**config.mk**
```make
export PLATFORM = sky130hd
export DESIGN_NAME = fetch_unit
export DESIGN_NICKNAME = d
export VERILOG_FILES = /design/src/rtl/fetch_unit.sv
export SDC_FILE = /design/constraint.sdc
export NUM_CORES = 1
export LEC_CHECK = 0
export CAP_MARGIN = 10
export CELL_PAD_IN_SITES_DETAIL_PLACEMENT = 1
export CELL_PAD_IN_SITES_GLOBAL_PLACEMENT = 1
export CORE_UTILIZATION = 43
export CTS_CLUSTER_SIZE = 25
export DETAILED_ROUTE_END_ITERATION = 12
export PLACE_DENSITY_LB_ADDON = 0.25
export SETUP_SLACK_MARGIN = 0.02
export SKIP_CTS_REPAIR_TIMING = 1
export SYNTH_ARGS = -nofsm -noshare
export SYNTH_HDL_FRONTEND = slang
export SYNTH_SLANG_ARGS = --single-unit
export TNS_END_PERCENT = 30
```
**constraint.sdc**
```tcl
create_clock -name clk -period 6.91 [get_ports clk]
set_input_delay 1.0365 -clock clk [delete_from_list [all_inputs] [get_ports clk]]
set_output_delay 1.0365 -clock clk [all_outputs]
set_load 0.02 [all_outputs]
```
**src/rtl/fetch_unit.sv**
```systemverilog
// fetch_unit: instruction fetch stage between instruction memory and decode.
// Holds the program counter, keeps one outstanding req/ack read to imem, and
// buffers returned words with their PCs in a DEPTH-entry FIFO.
// When decode pops an instruction, Jmp/BranchAND/jr_target can redirect the
// fetch; a redirect flushes the FIFO and drops any read still in flight.
// Optional feature: define FETCH_BYPASS_EN to forward an ack straight to the
// decode port when the buffer is empty. Without it, inst* comes only from
// registers.
module fetch_unit #(
    parameter int unsigned DEPTH    = 2,
    parameter logic [31:0] RESET_PC = 32'h0000_0000
) (
    input  logic        clk,
    input  logic        rst,
    output logic        imem_req,
    output logic [31:0] imem_addr,
    input  logic        imem_ack,
    input  logic [31:0] imem_rdata,
    output logic        inst_valid,
    output logic [31:0] inst,
    output logic [31:0] inst_pc,
    input  logic        inst_ready,
    input  logic [1:0]  Jmp,
    input  logic        BranchAND,
    input  logic [31:0] jr_target
);

    localparam int unsigned PTR_W = (DEPTH > 1) ? $clog2(DEPTH) : 1;
    localparam int unsigned CNT_W = PTR_W + 1;
    localparam logic [CNT_W-1:0] DEPTH_C = CNT_W'(DEPTH);

    // IDLE: no read outstanding; BUSY: read outstanding, data wanted;
    // DROP: read outstanding, but its data is stale after a redirect.
    typedef enum logic [1:0] {
        S_IDLE = 2'b00,
        S_BUSY = 2'b01,
        S_DROP = 2'b10
    } state_e;

    state_e             state_q, state_d;
    logic [31:0]        fetch_pc_q, fetch_pc_d;
    logic [31:0]        addr_q, addr_d;
    logic [PTR_W-1:0]   head_q, head_d;
    logic [PTR_W-1:0]   tail_q, tail_d;
    logic [CNT_W-1:0]   count_q, count_d;
    logic [31:0]        inst_mem_q [DEPTH];
    logic [31:0]        pc_mem_q   [DEPTH];

    logic               ack_s;
    logic               bypass_s;
    logic               pop_s;
    logic               fifo_pop_s;
    logic               push_s;
    logic               redirect_s;
    logic [31:0]        target_s;
    logic [31:0]        pc_plus4_s;
    logic [31:0]        br_off_s;

    assign imem_req  = (state_q != S_IDLE);
    assign imem_addr = addr_q;

    // An ack only counts while a read is outstanding, so a stray ack is ignored.
    assign ack_s = imem_ack && (state_q != S_IDLE);

`ifdef FETCH_BYPASS_EN
    assign bypass_s = (count_q == CNT_W'(0)) && (state_q == S_BUSY) && imem_ack;
`else
    assign bypass_s = 1'b0;
`endif

    assign pop_s      = inst_valid && inst_ready;
    assign fifo_pop_s = pop_s && (count_q != CNT_W'(0));
    // A bypassed word consumed in its ack cycle never enters the FIFO.
    assign push_s     = ack_s && (state_q == S_BUSY) && !redirect_s && !(bypass_s && pop_s);

    // Decode-side view: FIFO head, else the bypassed ack, else all zeros.
    always_comb begin
        inst_valid = 1'b0;
        inst       = 32'h0000_0000;
        inst_pc    = 32'h0000_0000;
        if (count_q != CNT_W'(0)) begin
            inst_valid = 1'b1;
            inst       = inst_mem_q[head_q];
            inst_pc    = pc_mem_q[head_q];
        end else if (bypass_s) begin
            inst_valid = 1'b1;
            inst       = imem_rdata;
            inst_pc    = addr_q;
        end else begin
            inst_valid = 1'b0;
            inst       = 32'h0000_0000;
            inst_pc    = 32'h0000_0000;
        end
    end

    // Redirect decision for the popped instruction: jr > j > taken branch.
    always_comb begin
        pc_plus4_s = inst_pc + 32'd4;
        br_off_s   = {{14{inst[15]}}, inst[15:0], 2'b00};
        target_s   = pc_plus4_s;
        redirect_s = 1'b0;
        if (pop_s) begin
            if (Jmp == 2'd2) begin
                target_s   = jr_target;
                redirect_s = 1'b1;
            end else if (Jmp == 2'd1) begin
                target_s   = {pc_plus4_s[31:28], inst[25:0], 2'b00};
                redirect_s = 1'b1;
            end else if (BranchAND) begin
                target_s   = pc_plus4_s + br_off_s;
                redirect_s = 1'b1;
            end else begin
                target_s   = pc_plus4_s;
                redirect_s = 1'b0;
            end
        end else begin
            target_s   = pc_plus4_s;
            redirect_s = 1'b0;
        end
    end

    // Request FSM, fetch PC and FIFO pointer next-state logic.
    always_comb begin
        state_d    = state_q;
        fetch_pc_d = fetch_pc_q;
        addr_d     = addr_q;
        head_d     = head_q;
        tail_d     = tail_q;
        count_d    = count_q;

        case (state_q)
            S_IDLE: begin
                // A redirect goes straight to its target; the FIFO empties anyway.
                if (redirect_s) begin
                    state_d = S_BUSY;
                    addr_d  = target_s;
                end else if (count_q < DEPTH_C) begin
                    state_d = S_BUSY;
                    addr_d  = fetch_pc_q;
                end else begin
                    state_d = S_IDLE;
                end
            end
            S_BUSY: begin
                if (ack_s) begin
                    state_d = S_IDLE;
                end else if (redirect_s) begin
                    state_d = S_DROP;
                end else begin
                    state_d = S_BUSY;
                end
            end
            S_DROP: begin
                if (ack_s) begin
                    state_d = S_IDLE;
                end else begin
                    state_d = S_DROP;
                end
            end
            default: begin
                state_d = S_IDLE;
            end
        endcase

        if (redirect_s) begin
            fetch_pc_d = target_s;
        end else if (ack_s && (state_q == S_BUSY)) begin
            fetch_pc_d = addr_q + 32'd4;
        end else begin
            fetch_pc_d = fetch_pc_q;
        end

        if (redirect_s) begin
            head_d  = PTR_W'(0);
            tail_d  = PTR_W'(0);
            count_d = CNT_W'(0);
        end else begin
            if (push_s) begin
                tail_d = tail_q + PTR_W'(1);
            end else begin
                tail_d = tail_q;
            end
            if (fifo_pop_s) begin
                head_d = head_q + PTR_W'(1);
            end else begin
                head_d = head_q;
            end
            case ({push_s, fifo_pop_s})
                2'b10:   count_d = count_q + CNT_W'(1);
                2'b01:   count_d = count_q - CNT_W'(1);
                default: count_d = count_q;
            endcase
        end
    end

    // Control state registers.
    always_ff @(posedge clk or posedge rst) begin
        if (rst) begin
            state_q    <= S_IDLE;
            fetch_pc_q <= RESET_PC;
            addr_q     <= 32'h0000_0000;
            head_q     <= PTR_W'(0);
            tail_q     <= PTR_W'(0);
            count_q    <= CNT_W'(0);
        end else begin
            state_q    <= state_d;
            fetch_pc_q <= fetch_pc_d;
            addr_q     <= addr_d;
            head_q     <= head_d;
            tail_q     <= tail_d;
            count_q    <= count_d;
        end
    end

    // FIFO storage: write the acked word and its address at the tail.
    always_ff @(posedge clk or posedge rst) begin
        if (rst) begin
            for (int i = 0; i < int'(DEPTH); i++) begin
                inst_mem_q[i] <= 32'h0000_0000;
                pc_mem_q[i]   <= 32'h0000_0000;
            end
        end else if (push_s) begin
            inst_mem_q[tail_q] <= imem_rdata;
            pc_mem_q[tail_q]   <= addr_q;
        end
    end

endmodule
```
==> flow_summary.toml, run 1 <==
[outcome]
status = "finished, final reports clean"

[timing]
slew_viol_final = 0
final-setup-viol-count = 0
relSlewSlack = 0.336
tightest_slew_ps = 997
period_share = 0.793
rsz0062_at_grt = "no"
fmax_mhz = 182
tns_ps = 0
finalHoldViolCount = 0
skew_ps = 17.0
setup_slack_ps = 1430
whs_ps = 476
period_minus_slack_ps = 5480

[finish]
layout-drive-gt1-share = 0.135
fin_cells = 1850
final_area_um2 = 15200
area_growth_syn_to_layout_pct = 21.0
antenna_cells = 0
fin_nets = 1562
fin_util = 0.528

[clock_tree]
clk_pin_slew_worst_paths_ps = 80
cts_tree = "done"
insertion_delay_ps = 460
cts_inserted_buffers = 17
cts_max_level = 4
cts.sinks = 198
clock_path_buffers = 2
root_buffer = "clkbuf_16"

[route]
drt_wl_total_um = 44300
drc = 0
vias_per_cell = 5.95
dr_total_vias = 11008
wl_per_cell_um = 24.0
drt_iter0_drc = 679
ant_nets = 0
drtPass1Iterations = 5

[power]
ir_drop_mv = 0.257
swShare = 0.477
pwr-share-comb = 0.598
switching_power_mw = 3.94
seq_power_share = 0.276
clkPwrFrac = 0.126
p_int_mw = 4.32
leakage_nw = 6.39
p_per_area_nw_per_um2 = 545
p_total_mw = 8.26

[die]
fp.dieArea_um2 = 29800
io_pins = 169
start_util = 0.437
fp.dieW_um = 173
core_um2 = 28700
fp-row-count = 62
die_height_um = 173

[global_routing]
grt_overflow = 0
antenna_found_initial = 0
grt_first_pass_wirelength_um = 69500
grt_pass1_vias = 11632
grt_use_total = 0.302
grt_max_degree = 128

[worst_setup_path]
cp-end-kind = "register"
cp.required_ps = 7220
path_buf_inv = 0
criticalPathCategory = "reg2reg"
critical_path.max_stage_delay_ps = 870
path_max_fanout = 40
critPathMostFrequentCell = "o21ai_0"
arrival_ps = 5790
crit_chain = "mux2i_1, nor2_1, ha_1, nor4b_2, nand4_1, nor2_1, nand3_1, xnor2_1, ha_1, a21oi_1, o21ai_0, a21oi_1, o21ai_0, a221oi_1, o21ai_0, xnor2_1, a21oi_1, o21ai_0"
r2r_setup_slack_ps = 1430
start_kind = "register"
cp_top_family = "compound AO/OA/AOI/OAI gates"
crit_slowest_cell = "dfrtp_4"

[synthesis]
netlist.area_leader.share = 0.395
synth-seq-area-share = 0.395
netlist.top_cell.by_area = "dfrtp_1"
netlist-cell-type-count = 68
synth-seq-cells = 198
syn-num-nets = 1436
yosysWarnings = 0
syn_inst = 1327
synth_flop_cell = "dfrtp_1"
synth_area_leaders = "dfrtp_1 40%, mux2_2 11%, mux2i_1 6.0%"
async_flop_share = 1.00
syn_area_per_cell_um2 = 9.44
netlist_area_um2 = 12500
synth_edf_count = 0

[placed_design]
dpl-instance-area_um2 = 14600
place_ws_ps = 1540
globalplace.congestion = 0.923
dp_hpwl_um = 32600
io_buffers = 168
placed_cells = 1818

[flow_run]
maxCapViolCount = 0

[worst_hold_path]
hold_class = "reg2reg"
[worst register-to-register path, cell delays in order (launching register included)]
cell	delay (ps)
dfrtp_4	870
mux2i_1	260
nor2_1	210
ha_1	210
nor4b_2	400
nand4_1	390
nor2_1	320
nand3_1	130
xnor2_1	170
ha_1	380
a21oi_1	350
o21ai_0	150
a21oi_1	150
o21ai_0	190
a221oi_1	420
o21ai_0	190
xnor2_1	150
a21oi_1	270
o21ai_0	130
[final timing paths]
kind                                      start                    endpoint  cells past startpoint
min reg2reg                state_q[1]$_DFF_PP0_        state_q[0]$_DFF_PP0_                      1
min in group asynchronous                   rst  inst_mem_q[29]$_DFFE_PP0P_                      2
min                        state_q[1]$_DFF_PP0_        state_q[0]$_DFF_PP0_                      1
max in group asynchronous                   rst  inst_mem_q[42]$_DFFE_PP0P_                      3
max                          head_q$_DFFE_PP0P_  fetch_pc_q[23]$_DFFE_PP0P_                     18
max reg2reg                  head_q$_DFFE_PP0P_  fetch_pc_q[23]$_DFFE_PP0P_                     18
[state kept, by name, summed over array words and instances, names as in the netlist]
name	cells
count_q	2
fetch_pc_q	32
head_q	1
imem_addr	32
inst_mem_q	64
pc_mem_q	64
state_q	2
tail_q	1
[cell usage after synthesis, drive strengths merged, types with 7 or more instances]
master and instances:
dfrtp 198, nor2 145, mux2 132, nand2 110, o21ai 107, a21oi 88, mux2i 75, clkbuf 66
xor2 44, ha 37, xnor2 33, nand3 30, nor3 26, a211oi 19, a21o 19, o211ai 19
inv 17, nand4 17, and3 16, buf 16, a31oi 9, nor4 9, o22ai 7, or3 7
[logic make-up (layout without fill, tap and decap cells)]
family                   after synthesis  in the layout  synth area share
AO/OA/AOI/OAI                        317            317             0.154
multiplexers                         208            208             0.180
flip-flops                           198            198             0.395
adder cells (fa/ha/maj)               38             38            0.0385
AND/OR/NAND/NOR                      390            390             0.145
XOR/XNOR                              77             77            0.0538
buffers and inverters                 99            238            0.0330
[power groups by stage]
stage | Sequential, mW | Clock, mW | Combinational (mW)
2_1_floorplan | 2.15 | 0 | 3.21
5_1_grt | 2.36 | 1.10 | 5.32
6_report | 2.28 | 1.04 | 4.94
4_1_cts | 2.28 | 1.06 | 4.93
3_5_place_dp | 2.30 | 0 | 4.89
3_3_place_gp | 2.27 | 0 | 4.78
[layer usage]
metal	GRT usage	share of wire
met2	0.512	0.49
met3	0.0517	0.044
met5	0	0
met4	0.131	0.039
met1	0.380	0.43
[placed cells by master (no fill, tap or decap), drive strengths merged, types with 6 or more instances in the layout]
cell type | synthesis | layout
dfrtp | 198 | 198
clkdlybuf4s50 | 0 | 168
nor2 | 145 | 145
mux2 | 132 | 132
nand2 | 110 | 110
o21ai | 107 | 107
a21oi | 88 | 88
mux2i | 75 | 75
xor2 | 44 | 44
ha | 37 | 37
xnor2 | 33 | 33
nand3 | 30 | 30
nor3 | 26 | 26
inv | 17 | 23
buf | 16 | 21
a21o | 19 | 19
o211ai | 19 | 19
a211oi | 19 | 19
clkbuf | 66 | 19
nand4 | 17 | 17
and3 | 16 | 16
a31oi | 9 | 9
nor4 | 9 | 9
or3 | 7 | 7
o22ai | 7 | 7
nand2b | 6 | 6
o221ai | 6 | 6
[final cells by class]
type                       count  area, µm²
timing repair buffer         189       1850
fill                        3253      13500
sequential                   198       4960
multi-input combinational   1030       7210
clock inverter                13        138
inverter                      17       71.3
tap                          384        480
clock buffer                  19        453
No activity file was read; power rests on OpenSTA's default activity.
==> run 2: changes to the inputs <==
--- a/config.mk
+++ b/config.mk
@@ -8,7 +8,7 @@
 export CAP_MARGIN = 10
 export CELL_PAD_IN_SITES_DETAIL_PLACEMENT = 1
 export CELL_PAD_IN_SITES_GLOBAL_PLACEMENT = 1
-export CORE_UTILIZATION = 43
+export CORE_UTILIZATION = 39
 export CTS_CLUSTER_SIZE = 25
 export DETAILED_ROUTE_END_ITERATION = 12
 export PLACE_DENSITY_LB_ADDON = 0.25
==> constraint.sdc (replaced) <==
create_clock -name clk -period 4.9 [get_ports clk]
set_input_delay 0.735 -clock clk [delete_from_list [all_inputs] [get_ports clk]]
set_output_delay 0.735 -clock clk [all_outputs]
set_load 0.02 [all_outputs]
==> run 2 against run 1 <==
Register-to-register slack worse by 1100 ps; hold slack better by 12 ps; non-clock buffer count up 27; sequential cell count unchanged; highest routed layer unchanged.
==> flow_summary.toml, run 2 (synthesized netlist as in run 1, its figures left out) <==
[timing]
period_share = 0.936
skew_ps = 14.4
final-setup-viol-count = 0
finalHoldViolCount = 0
rsz0062_at_grt = "yes"
relSlewSlack = 0.306
whs_ps = 488
tightest_slew_ps = 1040
period_minus_slack_ps = 4590
slew_viol_final = 0
fmax_mhz = 218
setup_slack_ps = 311

[global_routing]
grt_first_pass_wirelength_um = 68500
grt_pass1_vias = 11803
grt_use_met2 = 0.476
top_usage_layer = "met2"
groute.layer.met1.usage = 0.334
grt_use_total = 0.273
use_met3 = 0.0458
grt_overflow = 0
antenna_found_initial = 0
grt_max_degree = 85

[route]
dr_total_vias = 11089
ant_nets = 0
wl_per_cell_um = 23.1
drt_wl_total_um = 43900
drc = 0
drtPass1Iterations = 5
drt_iter0_drc = 643
vias_per_cell = 5.85

[worst_setup_path]
cp-end-kind = "register"
start_kind = "register"
cp.required_ps = 5210
criticalPathCategory = "reg2reg"
path_max_fanout = 23
arrival_ps = 4900

[power]
pwr-share-comb = 0.608
p_total_mw = 11.8
switching_power_mw = 5.54
leakage_nw = 6.54
p_int_mw = 6.25
swShare = 0.470
clkPwrFrac = 0.127
seq_power_share = 0.265
ir_drop_mv = 0.402
p_per_area_nw_per_um2 = 763

[placed_design]
globalplace.congestion = 0.930
io_buffers = 168
placed_cells = 1863
dp_hpwl_um = 32800
place_ws_ps = 363

[die]
fp.dieArea_um2 = 32900
start_util = 0.397
die_height_um = 181
fp-row-count = 65
fp.dieW_um = 181
core_um2 = 31600
io_pins = 169

[clock_tree]
clock_path_buffers = 2
cts_tree = "done"
insertion_delay_ps = 460
cts.sinks = 198
clk_pin_slew_worst_paths_ps = 80
cts_max_level = 4
cts_inserted_buffers = 17
root_buffer = "clkbuf_16"

[finish]
fin_nets = 1589
fin_cells = 1895
antenna_cells = 0
layout-drive-gt1-share = 0.153
area_growth_syn_to_layout_pct = 23.4
top_regs = "inst_mem_q x64, pc_mem_q x64"
final_cell_mix = "197 x dfrtp_1, 168 x clkdlybuf4s50_1, 143 x nor2_1"
final_common_cell = "dfrtp_1"

[flow_run]
maxCapViolCount = 0

[outcome]
status = "finished, final reports clean"

[worst_hold_path]
hold_class = "reg2reg"
-- run 2: changes by cell type in the layout (fill, tap and decap cells not counted), moves of 2 or more --
cell / previous run / this run
buf_4: 20 / 44
buf_12: 1 / 4
clkinvlp_4: 1 / 4
clkinv_2: 3 / 1
-- run 2: cell type report --
cell class	instances	area (µm²)
Fill cell	3567	16100
Multi-Input combinational cell	1030	7230
Sequential cell	198	4960
Timing Repair Buffer	216	2090
Tap cell	402	503
Clock buffer	19	453
Clock inverter	13	156
Inverter	17	67.6
-- run 2: metrics by stage --
stage | util | setup TNS [ps] | area (µm²)
global route | 0.490 | 0 | 15500
detailed placement | 0.470 | 0 | 14800
finish | 0.490 | 0 | 15500
CTS | 0.489 | 0 | 15400
floorplan | - | -15360 | 12500
global placement | 0.470 | 0 | 14800
-- run 2: layer usage --
layer / share of wire / routed length (µm)
met1: 0.42 / 18600
met2: 0.50 / 21900
met3: 0.046 / 2000
met4: 0.033 / 1460
met5: 0 / 0
-- run 2: path summary, 6_finish.rpt --
path | from | endpoint | slack [ps] | depth (start not counted)
worst min-delay path | state_q[1]$_DFF_PP0_ | state_q[0]$_DFF_PP0_ | 490 | 1
worst min register to register | state_q[1]$_DFF_PP0_ | state_q[0]$_DFF_PP0_ | 490 | 1
worst max register to register | head_q$_DFFE_PP0P_ | fetch_pc_q[24]$_DFFE_PP0P_ | 310 | 15
min in group asynchronous | rst | fetch_pc_q[7]$_DFFE_PP0P_ | 860 | 2
max in group asynchronous | rst | inst_mem_q[15]$_DFFE_PP0P_ | 3050 | 3
worst max-delay path | head_q$_DFFE_PP0P_ | fetch_pc_q[24]$_DFFE_PP0P_ | 310 | 15
-- run 2: power groups by stage --
stage / combinational (mW) / clock (mW) / sequential, mW
finish: 7.17 / 1.50 / 3.12
global route: 7.73 / 1.59 / 3.23
CTS: 7.15 / 1.53 / 3.13
detailed placement: 7.09 / 0 / 3.16
global placement: 6.95 / 0 / 3.10
floorplan: 4.52 / 0 / 3.04
-- run 2: critical path, stage by stage (launching register included) --
cell       delay (ps)
dfrtp_4           450
buf_4             240
buf_4             400
mux2i_1           200
nor3_1            270
o2111ai_1         290
or2_2             390
xnor2_1           140
ha_1              400
a21o_1            200
a21o_1            190
or2_2             290
o21ai_0           420
nor3_1            110
nor3_1            300
o21ai_0           140
==> run 3: changes to the inputs <==
--- a/config.mk
+++ b/config.mk
@@ -5,7 +5,7 @@
 export SDC_FILE = /design/constraint.sdc
 export NUM_CORES = 1
 export LEC_CHECK = 0
-export CAP_MARGIN = 10
+export ABC_CLOCK_PERIOD_IN_PS = 4900
 export CELL_PAD_IN_SITES_DETAIL_PLACEMENT = 1
 export CELL_PAD_IN_SITES_GLOBAL_PLACEMENT = 1
 export CORE_UTILIZATION = 39
@@ -14,6 +14,7 @@
 export PLACE_DENSITY_LB_ADDON = 0.25
 export SETUP_SLACK_MARGIN = 0.02
 export SKIP_CTS_REPAIR_TIMING = 1
+export SLEW_MARGIN = 10
 export SYNTH_ARGS = -nofsm -noshare
 export SYNTH_HDL_FRONTEND = slang
 export SYNTH_SLANG_ARGS = --single-unit
==> results of run 3 <==
The final DEF is identical to that of run 2; final timing and power are the same.
==> edit, RTL diff (flow settings as in run 2) <==
The 3 states of `state_e` get a one-hot encoding in 3 bits.
--- a/src/rtl/fetch_unit.sv
+++ b/src/rtl/fetch_unit.sv
@@ -31,10 +31,10 @@
 
     // IDLE: no read outstanding; BUSY: read outstanding, data wanted;
     // DROP: read outstanding, but its data is stale after a redirect.
-    typedef enum logic [1:0] {
-        S_IDLE = 2'b00,
-        S_BUSY = 2'b01,
-        S_DROP = 2'b10
+    typedef enum logic [2:0] {
+        S_IDLE = 3'b001,
+        S_BUSY = 3'b010,
+        S_DROP = 3'b100
     } state_e;
 
     state_e             state_q, state_d;
Function: no difference found for any inputs over 4 cycles, from zero or initial values and one cycle with rst high; so few cycles prove little.
==> edit against run 2 <==
Worst setup slack got worse by 69 ps; largest power group unchanged; die area decreased by 1.0%; final area about the same; power decreased by 15%; synthesized area decreased by 1.0%; routed wire length decreased by 1.6%; largest cell class unchanged; hold slack got worse by 11 ps; sequential cell count increased by 1.
==> edit: results (changes against run 2) <==
Cells and area
  • Storage element area: 4985 um2 (+0.53%)
  • Diode count: 0 (unchanged)
  • # fillers: 3432 (-3.8%)
  • Bufs w/o clock: 237 (+9.7%)
  • Multi-input logic area: 7081 um2 (-2.1%)
  • Nets: 1567 (-1.4%)
  • Final clock-cell share: 0.03630 (-0.003111)
  • Layout cells sized above 1: 0.1924 (+0.03967)
  • Clkbuf count: 20 (+1)
  • Non-clk invs: 23 (+6)
  • #MultiIn Comb: 980 (-4.9%)
  • Final-layout non-clock buffer area share: 0.1462 (+0.01086)

Routing
  • Overall via count from detail_route: 10.76k (-2.9%)
  • DRT iter0 DRCs: 718 (+12%)
  • Routed len/inst: 23.13 um (about the same)

CTS
  • Reg clk slew, reported paths: 80 ps (about the same)
  • Clk_lat worst skew: 470 ps

Setup path
  • R2r worst-path depth: 16 (+1)
  • Reg2reg setup slack: 240 ps (-70 ps)
  • Crit path largest cell delay: 560 ps (+110 ps)
  • Crit-path max FO: 12 (-48%)
  • CP endpoint: imem_addr[25]
  • CP arrival: 5000 ps (+100 ps)

Global route
  • Gr usage total: 0.2736 (+0.0005724)
  • Number of global-route vias before repair: 11.44k (-3.1%)
  • First-pass GRT wire length: 67.69 mm (-1.1%)
  • Largest net degree at the start of global routing: 107 (+26%)

Worst hold path
  • Hold Path Stages: 1 (unchanged)
  • Start point of the worst hold path: state_q[2]
  • Hold Path End: state_q[1]

Pwr
  • Total sequential power: 3.13 mW (about the same)
  • P_comb: 5.46 mW (-24%)
  • Leak Pwr: 6.585 nW (+0.69%)
  • Net Sw Frac: 0.4440 (-0.02581)

Placement
  • HPWL after detailed placement: 32.75 mm (-0.11%)
  • RD Place Congestion: 0.9385 (+0.92%)

Synthesis
  • Synth top area cells: dfrtp_1, mux2_2, mux2i_1
  • Synth cell types: 82 (+21%)
  • Post-synth top cells: dfrtp_1, nor2_1, mux2_2
  • Post-synthesis net count: 1385 (-3.6%)
  • FF+latch count, synth: 199 (+0.51%)

Timing
  • Least-Margin Pin Slew: 929.5 ps (-108.9 ps)
  • Final hold slack: 477.4 ps (-10.68 ps)

Floorplan
  • Initial Utilization: 0.4013 (+0.004206)

Run status
  • Status: complete, no violations
[edit: metrics by stage]
stage	setup slack [ps]	area [um2]	total power, mW	std cells
global route	6.323	15470	10.63	1867
floorplan	75.16	12410	6.447	1276
detailed placement	159.1	14850	8.600	1833
global placement	275.9	14850	8.427	1833
CTS	102.5	15410	10.03	1865
finish	242.0	15470	9.981	1867
[edit: cells by family (layout without fill, tap and decap cells)]
kind of cell	Yosys count	count (layout)	share of synthesized area
AO/OA/AOI/OAI	286	286	0.1479
XOR/XNOR	80	80	0.05709
adder cells (fa/ha/maj)	38	38	0.03893
buffers and inverters	97	292	0.03490
flip-flops	199	199	0.4016
multiplexers	198	198	0.1728
AND/OR/NAND/NOR	378	378	0.1469
[edit: per-layer routing]
metal	global-route usage	wire [um]	vias up
li1	-	-	4953
met1	0.3469	18870	5488
met2	0.4609	20930	261
met3	0.04830	1870	60
met4	0.1097	1511	0
met5	0	0	-
